`src/rtl/execute_stage_if.sv`:
```
// ID/EX inputs and EX/MEM outputs of the execute stage, bundled for the pipeline and the stage.
interface execute_stage_if;
  logic [31:0] RD1E;
  logic [31:0] RD2E;
  logic [31:0] SignImmE;
  logic [4:0]  RsE;
  logic [4:0]  RtE;
  logic [4:0]  RdE;
  logic [4:0]  ShamtE;
  logic [3:0]  ALUControlE;
  logic        ALUSrcE;
  logic        RegDstE;
  logic        RegWriteE;
  logic        MemtoRegE;
  logic        MemWriteE;
  logic [2:0]  MdOpE;
  logic [1:0]  ForwardAE;
  logic [1:0]  ForwardBE;
  logic [31:0] ResultW;

  logic [4:0]  WriteRegE;
  logic        StallE;
  logic [31:0] ALUOutM;
  logic [31:0] WriteDataM;
  logic [4:0]  WriteRegM;
  logic        RegWriteM;
  logic        MemtoRegM;
  logic        MemWriteM;

  // RsE is only consumed by the hazard unit, so the stage itself does not take it.
  modport master (
    output RD1E, RD2E, SignImmE, RsE, RtE, RdE, ShamtE, ALUControlE, ALUSrcE, RegDstE,
           RegWriteE, MemtoRegE, MemWriteE, MdOpE, ForwardAE, ForwardBE, ResultW,
    input  WriteRegE, StallE, ALUOutM, WriteDataM, WriteRegM, RegWriteM, MemtoRegM, MemWriteM
  );

  modport slave (
    input  RD1E, RD2E, SignImmE, RtE, RdE, ShamtE, ALUControlE, ALUSrcE, RegDstE,
           RegWriteE, MemtoRegE, MemWriteE, MdOpE, ForwardAE, ForwardBE, ResultW,
    output WriteRegE, StallE, ALUOutM, WriteDataM, WriteRegM, RegWriteM, MemtoRegM, MemWriteM
  );
endinterface

```
`src/rtl/execute_stage.sv`:
```
// MIPS EX stage: forwarding, 1-cycle ALU, 33-cycle iterative mult/div with HI/LO, EX/MEM register.
// StallE holds the front of the pipe while mult/div runs; stalled cycles push bubbles into MEM.
module execute_stage (
  input  logic          clk,
  input  logic          rst_n,
  execute_stage_if.slave ex
);
  typedef enum logic [1:0] {S_IDLE, S_BUSY, S_DONE} md_state_t;

  localparam logic [2:0] MD_MULT  = 3'b001;
  localparam logic [2:0] MD_MULTU = 3'b010;
  localparam logic [2:0] MD_DIV   = 3'b011;
  localparam logic [2:0] MD_DIVU  = 3'b100;
  localparam logic [2:0] MD_MFHI  = 3'b101;
  localparam logic [2:0] MD_MFLO  = 3'b110;

  md_state_t   state;
  logic [4:0]  cnt;
  logic [63:0] acc;
  logic [31:0] oprnd;
  logic        md_div;
  logic        neg_q;
  logic        neg_r;
  logic        div0;
  logic [31:0] hi;
  logic [31:0] lo;

  logic [31:0] srca;
  logic [31:0] srcb_fwd;
  logic [31:0] srcb;
  logic [31:0] alu_y;
  logic [31:0] ex_result;
  logic        is_md;
  logic        is_mf;
  logic        op_signed;
  logic        sa;
  logic        sb;
  logic [31:0] mag_a;
  logic [31:0] mag_b;

  function automatic logic [31:0] fwd_sel(input logic [1:0] sel, input logic [31:0] rf,
                                          input logic [31:0] wb, input logic [31:0] mem);
    return (sel == 2'b01) ? wb : (sel == 2'b10) ? mem : rf;
  endfunction

  assign srca     = fwd_sel(ex.ForwardAE, ex.RD1E, ex.ResultW, ex.ALUOutM);
  assign srcb_fwd = fwd_sel(ex.ForwardBE, ex.RD2E, ex.ResultW, ex.ALUOutM);
  assign srcb     = ex.ALUSrcE ? ex.SignImmE : srcb_fwd;

  always_comb begin
    alu_y = '0;
    case (ex.ALUControlE)
      4'b0000: alu_y = srca & srcb;
      4'b0001: alu_y = srca | srcb;
      4'b0010: alu_y = srca + srcb;
      4'b0011: alu_y = srca ^ srcb;
      4'b0100: alu_y = ~(srca | srcb);
      4'b0110: alu_y = srca - srcb;
      4'b0111: alu_y = {31'd0, $signed(srca) < $signed(srcb)};
      4'b1000: alu_y = {31'd0, srca < srcb};
      4'b1001: alu_y = srcb << ex.ShamtE;
      4'b1010: alu_y = srcb >> ex.ShamtE;
      4'b1011: alu_y = $unsigned($signed(srcb) >>> ex.ShamtE);
      4'b1100: alu_y = {srcb[15:0], 16'h0000};
      default: alu_y = '0;
    endcase
  end

  assign is_md     = (ex.MdOpE == MD_MULT) || (ex.MdOpE == MD_MULTU) ||
                     (ex.MdOpE == MD_DIV)  || (ex.MdOpE == MD_DIVU);
  assign is_mf     = (ex.MdOpE == MD_MFHI) || (ex.MdOpE == MD_MFLO);
  assign op_signed = (ex.MdOpE == MD_MULT) || (ex.MdOpE == MD_DIV);
  assign sa        = op_signed & srca[31];
  assign sb        = op_signed & srcb_fwd[31];
  assign mag_a     = sa ? -srca : srca;
  assign mag_b     = sb ? -srcb_fwd : srcb_fwd;

  assign ex.WriteRegE = ex.RegDstE ? ex.RdE : ex.RtE;
  assign ex.StallE    = ((state == S_IDLE) && is_md) || (state == S_BUSY) ||
                        (is_mf && (state != S_IDLE));

  // acc holds {partial product, multiplier} for mult and {remainder, quotient} for div.
  logic [32:0] mul_sum;
  logic [32:0] div_part;
  logic        div_ge;
  logic [31:0] div_diff;
  logic [63:0] acc_next;
  logic [63:0] prod;
  logic [31:0] hi_fin;
  logic [31:0] lo_fin;

  always_comb begin
    mul_sum  = {1'b0, acc[63:32]} + (acc[0] ? {1'b0, oprnd} : 33'd0);
    div_part = acc[63:31];
    div_ge   = div_part >= {1'b0, oprnd};
    div_diff = div_part[31:0] - oprnd;
    if (md_div)
      acc_next = div_ge ? {div_diff, acc[30:0], 1'b1} : {acc[62:0], 1'b0};
    else
      acc_next = {mul_sum, acc[31:1]};
    prod = neg_q ? -acc_next : acc_next;
    if (md_div) begin
      lo_fin = div0 ? 32'hFFFF_FFFF : (neg_q ? -acc_next[31:0] : acc_next[31:0]);
      hi_fin = neg_r ? -acc_next[63:32] : acc_next[63:32];
    end else begin
      lo_fin = prod[31:0];
      hi_fin = prod[63:32];
    end
  end

  always_ff @(posedge clk) begin
    if (!rst_n) begin
      state  <= S_IDLE;
      cnt    <= '0;
      acc    <= '0;
      oprnd  <= '0;
      md_div <= 1'b0;
      neg_q  <= 1'b0;
      neg_r  <= 1'b0;
      div0   <= 1'b0;
      hi     <= '0;
      lo     <= '0;
    end else begin
      case (state)
        S_IDLE: begin
          if (is_md) begin
            acc    <= {32'd0, mag_a};
            oprnd  <= mag_b;
            md_div <= (ex.MdOpE == MD_DIV) || (ex.MdOpE == MD_DIVU);
            neg_q  <= sa ^ sb;
            neg_r  <= sa;
            div0   <= (srcb_fwd == 32'd0);
            cnt    <= '0;
            state  <= S_BUSY;
          end
        end
        S_BUSY: begin
          acc <= acc_next;
          if (cnt == 5'd31) begin
            hi    <= hi_fin;
            lo    <= lo_fin;
            state <= S_DONE;
          end else begin
            cnt <= cnt + 5'd1;
          end
        end
        // The stalled mult/div retires here; returning to IDLE without re-issuing it.
        S_DONE:  state <= S_IDLE;
        default: state <= S_IDLE;
      endcase
    end
  end

  assign ex_result = (ex.MdOpE == MD_MFHI) ? hi : (ex.MdOpE == MD_MFLO) ? lo : alu_y;

  always_ff @(posedge clk) begin
    if (!rst_n || ex.StallE) begin
      ex.ALUOutM    <= '0;
      ex.WriteDataM <= '0;
      ex.WriteRegM  <= '0;
      ex.RegWriteM  <= 1'b0;
      ex.MemtoRegM  <= 1'b0;
      ex.MemWriteM  <= 1'b0;
    end else begin
      ex.ALUOutM    <= ex_result;
      ex.WriteDataM <= srcb_fwd;
      ex.WriteRegM  <= ex.WriteRegE;
      ex.RegWriteM  <= ex.RegWriteE && !is_md;
      ex.MemtoRegM  <= ex.MemtoRegE;
      ex.MemWriteM  <= ex.MemWriteE;
    end
  end
endmodule

```
`src/flat_wrapper.sv`:
```
// flat-port wrapper written by rule: the top's interface ports become plain ports
module execute_stage_flat 
  (clk, rst_n, ex_RD1E, ex_RD2E, ex_SignImmE, ex_RtE, ex_RdE, ex_ShamtE, ex_ALUControlE, ex_ALUSrcE, ex_RegDstE, ex_RegWriteE, ex_MemtoRegE, ex_MemWriteE, ex_MdOpE, ex_ForwardAE, ex_ForwardBE, ex_ResultW, ex_WriteRegE, ex_StallE, ex_ALUOutM, ex_WriteDataM, ex_WriteRegM, ex_RegWriteM, ex_MemtoRegM, ex_MemWriteM);
  execute_stage_if ex_i ();
  input  logic clk;
  input  logic rst_n;
  input wire logic [$bits(ex_i.RD1E)-1:0] ex_RD1E;
  input wire logic [$bits(ex_i.RD2E)-1:0] ex_RD2E;
  input wire logic [$bits(ex_i.SignImmE)-1:0] ex_SignImmE;
  input wire logic [$bits(ex_i.RtE)-1:0] ex_RtE;
  input wire logic [$bits(ex_i.RdE)-1:0] ex_RdE;
  input wire logic [$bits(ex_i.ShamtE)-1:0] ex_ShamtE;
  input wire logic [$bits(ex_i.ALUControlE)-1:0] ex_ALUControlE;
  input wire logic [$bits(ex_i.ALUSrcE)-1:0] ex_ALUSrcE;
  input wire logic [$bits(ex_i.RegDstE)-1:0] ex_RegDstE;
  input wire logic [$bits(ex_i.RegWriteE)-1:0] ex_RegWriteE;
  input wire logic [$bits(ex_i.MemtoRegE)-1:0] ex_MemtoRegE;
  input wire logic [$bits(ex_i.MemWriteE)-1:0] ex_MemWriteE;
  input wire logic [$bits(ex_i.MdOpE)-1:0] ex_MdOpE;
  input wire logic [$bits(ex_i.ForwardAE)-1:0] ex_ForwardAE;
  input wire logic [$bits(ex_i.ForwardBE)-1:0] ex_ForwardBE;
  input wire logic [$bits(ex_i.ResultW)-1:0] ex_ResultW;
  output wire logic [$bits(ex_i.WriteRegE)-1:0] ex_WriteRegE;
  output wire logic [$bits(ex_i.StallE)-1:0] ex_StallE;
  output wire logic [$bits(ex_i.ALUOutM)-1:0] ex_ALUOutM;
  output wire logic [$bits(ex_i.WriteDataM)-1:0] ex_WriteDataM;
  output wire logic [$bits(ex_i.WriteRegM)-1:0] ex_WriteRegM;
  output wire logic [$bits(ex_i.RegWriteM)-1:0] ex_RegWriteM;
  output wire logic [$bits(ex_i.MemtoRegM)-1:0] ex_MemtoRegM;
  output wire logic [$bits(ex_i.MemWriteM)-1:0] ex_MemWriteM;
  assign ex_i.RD1E = ex_RD1E;
  assign ex_i.RD2E = ex_RD2E;
  assign ex_i.SignImmE = ex_SignImmE;
  assign ex_i.RtE = ex_RtE;
  assign ex_i.RdE = ex_RdE;
  assign ex_i.ShamtE = ex_ShamtE;
  assign ex_i.ALUControlE = ex_ALUControlE;
  assign ex_i.ALUSrcE = ex_ALUSrcE;
  assign ex_i.RegDstE = ex_RegDstE;
  assign ex_i.RegWriteE = ex_RegWriteE;
  assign ex_i.MemtoRegE = ex_MemtoRegE;
  assign ex_i.MemWriteE = ex_MemWriteE;
  assign ex_i.MdOpE = ex_MdOpE;
  assign ex_i.ForwardAE = ex_ForwardAE;
  assign ex_i.ForwardBE = ex_ForwardBE;
  assign ex_i.ResultW = ex_ResultW;
  assign ex_WriteRegE = ex_i.WriteRegE;
  assign ex_StallE = ex_i.StallE;
  assign ex_ALUOutM = ex_i.ALUOutM;
  assign ex_WriteDataM = ex_i.WriteDataM;
  assign ex_WriteRegM = ex_i.WriteRegM;
  assign ex_RegWriteM = ex_i.RegWriteM;
  assign ex_MemtoRegM = ex_i.MemtoRegM;
  assign ex_MemWriteM = ex_i.MemWriteM;
  execute_stage u_core (.clk(clk), .rst_n(rst_n), .ex(ex_i));
endmodule
```
`config.mk`:
```
export PLATFORM = sky130hd
export DESIGN_NAME = execute_stage_flat
export DESIGN_NICKNAME = d
export VERILOG_FILES = /design/src/rtl/execute_stage_if.sv /design/src/rtl/execute_stage.sv /design/src/flat_wrapper.sv
export SDC_FILE = /design/constraint.sdc
export NUM_CORES = 2
export LEC_CHECK = 0
export ABC_AREA = 0
export CAP_MARGIN = 20
export CORE_ASPECT_RATIO = 2
export CORE_UTILIZATION = 35
export DETAILED_ROUTE_END_ITERATION = 16
export GPL_TIMING_DRIVEN = 1
export SLEW_MARGIN = 20
export SYNTH_ARGS = -nofsm -noshare
export SYNTH_HDL_FRONTEND = slang
export SYNTH_SLANG_ARGS = --single-unit
export TNS_END_PERCENT = 10
```
`constraint.sdc`:
```
create_clock -name clk -period 9.13 [get_ports clk]
set_input_delay 1.826 -clock clk [delete_from_list [all_inputs] [get_ports clk]]
set_output_delay 1.826 -clock clk [all_outputs]
set_load 0.05 [all_outputs]
```
Yosys cells after proc, flatten, opt, wreduce, memory -nomap -nowiden
Cells that the tools add are included.
W data, S select, Z words.

word-level totals
  word-level logic and storage cells = 117
  input bits = 161
  latch bits = 0
  RAM bits = 0
  memory bits (read-only) = 0
  memories kept = 0
  register bits = 243

operators by class
  reductions and logical operators = 24
  bitwise operators = 7
  divide/modulo/power cells = 0
  equal/unequal tests = 26
  shift-type cells = 3
  add/subtract/negate cells = 10
  $mul = 0
  $lt $le $gt $ge = 3
  mux-type cells = 28

operators by type and width
  cell                  count
  $mux W32              15
  $pmux W32 S12         1
  $mux W64              4
  $neg A32 Y32          4
  $pmux W64 S2          1
  $lt A32 B32 Y1        2
  $neg A64 Y64          1
  $sub A32 B32 Y32      2
  $add A32 B33 Y33      1
  $ge A33 B32 Y1        1
  $add A32 B32 Y32      1
  $and A32 B32 Y32      1
  $logic_not A32 Y1     1
  $not A32 Y32          1
  $or A32 B32 Y32       1
  $shl A32 B5 Y32       1
  $shr A32 B5 Y32       1
  $sshr A32 B5 Y32      1
  $xor A32 B32 Y32      1
  $eq A4 B4 Y1 const B  5
  $mux W5               3
  $eq A4 B3 Y1 const B  3
  $pmux W5 S2           1
  $eq A3 B3 Y1 const B  3
  other kinds (22)      45

Longest topological paths before layout
  word-level depth = 9
  gate-level depth with buffers = 27
  gate-level depth less buffers = 23

Worst setup path before layout
Ideal clock, no wire load.

  kind = input-to-reg
  start point = input port ex_ALUSrcE
  end point = register u_core.ex.ALUOutM[29]
  path slack = 2.055 ns
  required time = 9.011 ns
  setup time = 0.119 ns
  arrival = 6.957 ns
  cell stages on the path = 21
  cells stage by stage = clkbuf_1 clkbuf_1 buf_1 clkbuf_1 nor2_1 a21oi_1 inv_1 ha_1 a21oi_1 o21bai_1 a21o_1 a21oi_1 o21ai_0 a2111oi_0 o31ai_1 a221oi_1 o21ai_0 mux2i_1 a21oi_1 o21ai_0 o221a_2

on the way
  word-level cells in the longest chain between the ends = 6

ends and longest elaborated chain
  what                                                                      RTL line                source
  start: declaration                                                        flat_wrapper.sv:14      input wire logic [$bits(ex_i.ALUSrcE)-1:0] ex_ALUSrcE;
  $mux W32 *                                                                execute_stage.sv:48     assign srcb = ex.ALUSrcE ? ex.SignImmE : srcb_fwd;
  parallel branches: the longest is 2 deep, another holds $sub A32 B32 Y32  --
  $pmux W32 S12 *                                                           execute_stage.sv:52     case (ex.ALUControlE)
  $mux W32 * (2 in series)                                                  execute_stage.sv:154    assign ex_result = (ex.MdOpE == MD_MFHI) ? hi : (ex.MdOpE == MD_MFLO) ? lo : alu_y;
  end signal: assignment                                                    execute_stage.sv:165    ex.ALUOutM <= ex_result;
  end: declaration                                                          execute_stage_if.sv:40  output WriteRegE, StallE, ALUOutM, WriteDataM, WriteRegM, RegWriteM, MemtoRegM, MemWriteM

Mark *: on every way between the ends.
A chain may end at the register's enable or synchronous reset.

Final worst setup path
  start point = register u_core.oprnd[1]
  end point = register u_core.hi[30]

on the way
  word-level cells in the longest chain between the ends = 6

ends and longest elaborated chain
  what                                                 RTL line                                    source
  start: declaration                                   execute_stage.sv:20                         logic [31:0] oprnd;
  start signal: assignment                             execute_stage.sv:128                        oprnd <= mag_b;
  $mux W32 (tied with other cells)                     execute_stage.sv:93                         mul_sum = {1'b0, acc[63:32]} + (acc[0] ? {1'b0, oprnd} : 33'd0);
  $add A32 B33 Y33 / $mux W64 (equally long branches)  execute_stage.sv:93, execute_stage.sv:98
  $mux W64 *                                           execute_stage.sv:97                         if (md_div)
  $neg A64 Y64 / $neg A32 Y32 (equally long branches)  execute_stage.sv:101, execute_stage.sv:104
  $mux W64 / $mux W32 (equally long branches)          execute_stage.sv:101, execute_stage.sv:104
  $mux W32 *                                           execute_stage.sv:102                        if (md_div) begin
  end signal: assignment                               execute_stage.sv:140                        hi <= hi_fin;
  end: declaration                                     execute_stage.sv:25                         logic [31:0] hi;

Mark *: on every way between the ends. The rest lies on a longest branch, timed or not.

==> out/metrics.yaml <==
result_of_the_run: "completed"
netlist.area_leader.share_pct: 17.4
grt_use_total_pct: 45.8
synth_area_um2: 27900
post_synth_and_or_nand_nor_area_fraction_pct: 21.5
timing.setup.critical_path_class: "flop to flop"
drive_above_1_share_pct: 9.32
cts_clk_pin_slew_worst_paths_ns: 0.07
synth_mux_area_share_pct: 10.3
drc: 0
worstRegToRegCells: 16
postSynthNetCount: 4200
antenna_violating_nets_post_route: 0
cts_tree: "yes"
num_rows: 146
clock_tree.buffer_depth: 3
power_per_cell_area_nw_per_um2: 151
critPathArrivalTime_ns: 8.60
grt_start_max_net_pins: 128
synth_top_flop_cell: "dfxtp_1"
place_congestion: 1.17
layout_skew_ns: 0.0267
postLayoutCoreUtil_pct: 41.1
synth_warnings: 0
post_cts_resize_count: 0
portBuffers: 238
max_freq_mhz: 123
worstPathCellList: "nand2_1, inv_1, ha_1, a211oi_1, o21ai_0, o311ai_1, a21o_1, a31oi_1, xnor2_1, o221ai_1, nor3b_1, nand4_1, nor4_1, o21ai_1, and4_1, nor3_1"
hold_viol_final: 0
commonest_cells_after_routing_fill_and_taps_aside: "nor2_1, a21oi_1, nand2_1"
clock_latency_ns: 0.60
die_w_um: 202
post_cts_buffers: 0
first_global_vias: 34300
critical_path_required_ns: 9.63
drv.max_cap_violation_count: 0
grt_first_pass_wirelength_mm: 267
worst_hold_path.num_cells: 2
average_cell_area_after_synthesis_um2: 7.22
seq_area_frac_synth_pct: 17.4
ys_seq_elements: 243
accumulated_negative_setup_slack_ns: 0
areaGrowthSynthToFinish_pct: 16.4
hp-start: "u_core.hi[1]"
ff2ff_setup_slack_ns: 1.03
cts-root-buf: "clkbuf_16"
timing.hold.ws_ns: 0.470
post-route-min-period_ns: 8.10
min_path_type: "flop to flop"
routed-wl-met2_mm: 85.9
hold_path_end: "u_core.hi[1]"
top_signal_layer_used: "met5"
cellLeakagePower_nw: 12.8
vias: 34700
cts_num_sinks: 243
rr_startpoint: "u_core.oprnd[1]"
floorplan.initialDensity_pct: 35.3
crit_path_start_kind: "flop"
synth_top_family_by_area: "compound AO/OA/AOI/OAI gates"
slowest_cp_cell: "nor3b_1"
finalWirelength_mm: 187
via_per_inst: 6.89
antenna_found_initial: 19
regToRegEndpoint: "u_core.hi[30]"
num-fill-cells: 8356
globalRoute.totalOverflow: 0
wl_per_cell_um: 37.1
mostFrequentLayoutCell: "nor2_1"
timing.final.max_slew_violations: 0
io_pins: 239
cp-end-kind: "flop"
synth.top_cells.by_area: "dfxtp_1, ha_1, a21oi_1"
postSynthCellCount: 3866
die_h_um: 401
worst_slew_margin_rel_pct: 10.7
post_synth_fa_ha_maj_area_fraction_pct: 7.87
vdd_ir_drop_max_uv: 134
synth_enable_flop_cells: 0
drt-initial-drc-count: 3881
routed-wl-met3_mm: 17.8
report.final.setup_viol: 0
post-synth-top-area-cell: "dfxtp_1"
fp.coreArea_um2: 79100
detailed_routing_iteration_count_for_the_pre_antenna_repair_pass: 7
postSynth.asyncResetShare_pct: 0
critical_path.max_fanout: 7
detailed_place_hpwl_mm: 143
xor_xnor_portion_of_the_synthesized_cell_area_pct: 5.15
synth_cell_type_count: 96
layout_worst_path_cycle_share_pct: 88.8
die-area_um2: 80900
numCtsBuffers: 25
layout.nets: 4297
htree_levels: 1
grt_setup_unrepaired: "no"
cts_hold_buf: 0
max_slew.worst_pin.slew_ns: 1.34
synth_compound_gate_area_share_pct: 31.4
max_stage_delay_ns: 1.14
met1_length_mm: 55.2
-- power by group --
group / switching (mW) / internal (mW)
clock network: 0.541 / 0.625
registers: 0.0833 / 1.11
logic: 1.74 / 0.801
-- final cells by class --
type                       count  area (µm²)  area share (%)
multi-input combinational   3157       21400            66.0
sequential                   243        4870            15.0
timing repair buffer         365        3320            10.2
tap                         1036        1300            3.99
clock buffer                  32         692            2.13
inverter                     171         644            1.98
clock inverter                13         159           0.489
antenna                       19        47.5           0.146
-- per-layer routing --
layer / global-route usage [%] / vias up
met1: 41.4 / 16400
li1: - / 14500
met4: 52.6 / 8
met5: 0.787 / -
met2: 74.4 / 2584
met3: 16.5 / 1276
-- registers in the layout (all words and copies together), names as in the netlist --
name / flops
u_core.ex.MemWriteM: 1
u_core.ex.WriteRegM: 5
u_core.md_div: 1
u_core.ex.WriteDataM: 32
u_core.ex.MemtoRegM: 1
u_core.ex.ALUOutM: 32
u_core.oprnd: 32
u_core.neg_r: 1
u_core.cnt: 5
u_core.lo: 32
u_core.ex.RegWriteM: 1
u_core.div0: 1
u_core.neg_q: 1
u_core.hi: 32
u_core.state: 2
u_core.acc: 64
-- cells in the mapped netlist, types with 58 or more instances --
cell	n
inv_1	169
a211oi_1	100
and2_1	60
nor3_1	76
nand3_1	78
a31oi_1	58
dfxtp_1	243
nor2_1	448
a21oi_1	393
clkbuf_1	244
mux2i_1	137
ha_1	169
nand2_1	307
xnor2_1	125
o21ai_0	273
a221oi_1	62
-- cell families (layout without fill, tap and decap cells) --
kind of cell | after synthesis | after routing
DFF | 243 | 243
other | 0 | 19
buffers and inverters | 466 | 581
adders and majority gates | 173 | 173
AOI/OAI and AO/OA | 1342 | 1342
muxes | 220 | 220
and+or+nand+nor | 1258 | 1258
xor gates and xnor gates | 164 | 164
-- how the worst max path moves through the flow --
| stage | startpoint | to | slack, ns | depth (start not counted) |
|---|---|---|---|---|
| 3_5_place_dp | ex_ForwardBE[0] | u_core.ex.ALUOutM[28] | 1.01 | 20 |
| 6_report | u_core.oprnd[1] | u_core.hi[30] | 1.03 | 16 |
| 2_1_floorplan | ex_ALUSrcE | u_core.ex.ALUOutM[29] | 2.05 | 21 |
| 5_1_grt | ex_ForwardBE[0] | u_core.ex.ALUOutM[28] | 1.09 | 20 |
| 4_1_cts | ex_ForwardBE[0] | u_core.ex.ALUOutM[28] | 1.55 | 20 |
| 3_3_place_gp | ex_ForwardBE[0] | u_core.ex.ALUOutM[27] | 1.12 | 22 |
-- worst max-delay path, delay by kind of cell, from the launching register on --
kind                       cells  cell delay (ns)
AOI/OAI and AO/OA              7             3.31
xor gates and xnor gates       1             0.20
adders and majority gates      1             0.24
buffers and inverters          1             0.11
DFF                            1             0.86
and+or+nand+nor                6             3.25
-- stage by stage --
stage	area, µm²	total power, mW	worst slack, ns	std cells
after floorplan	27900	2.61	2.05	3866
after detailed placement	31500	3.57	1.01	4968
final	32500	4.90	1.03	5036
after global routing	32400	5.03	1.09	5020
after CTS	32300	4.73	1.55	5013
after global placement	31500	3.58	1.12	4968
No activity file was read; power rests on OpenSTA's default activity.
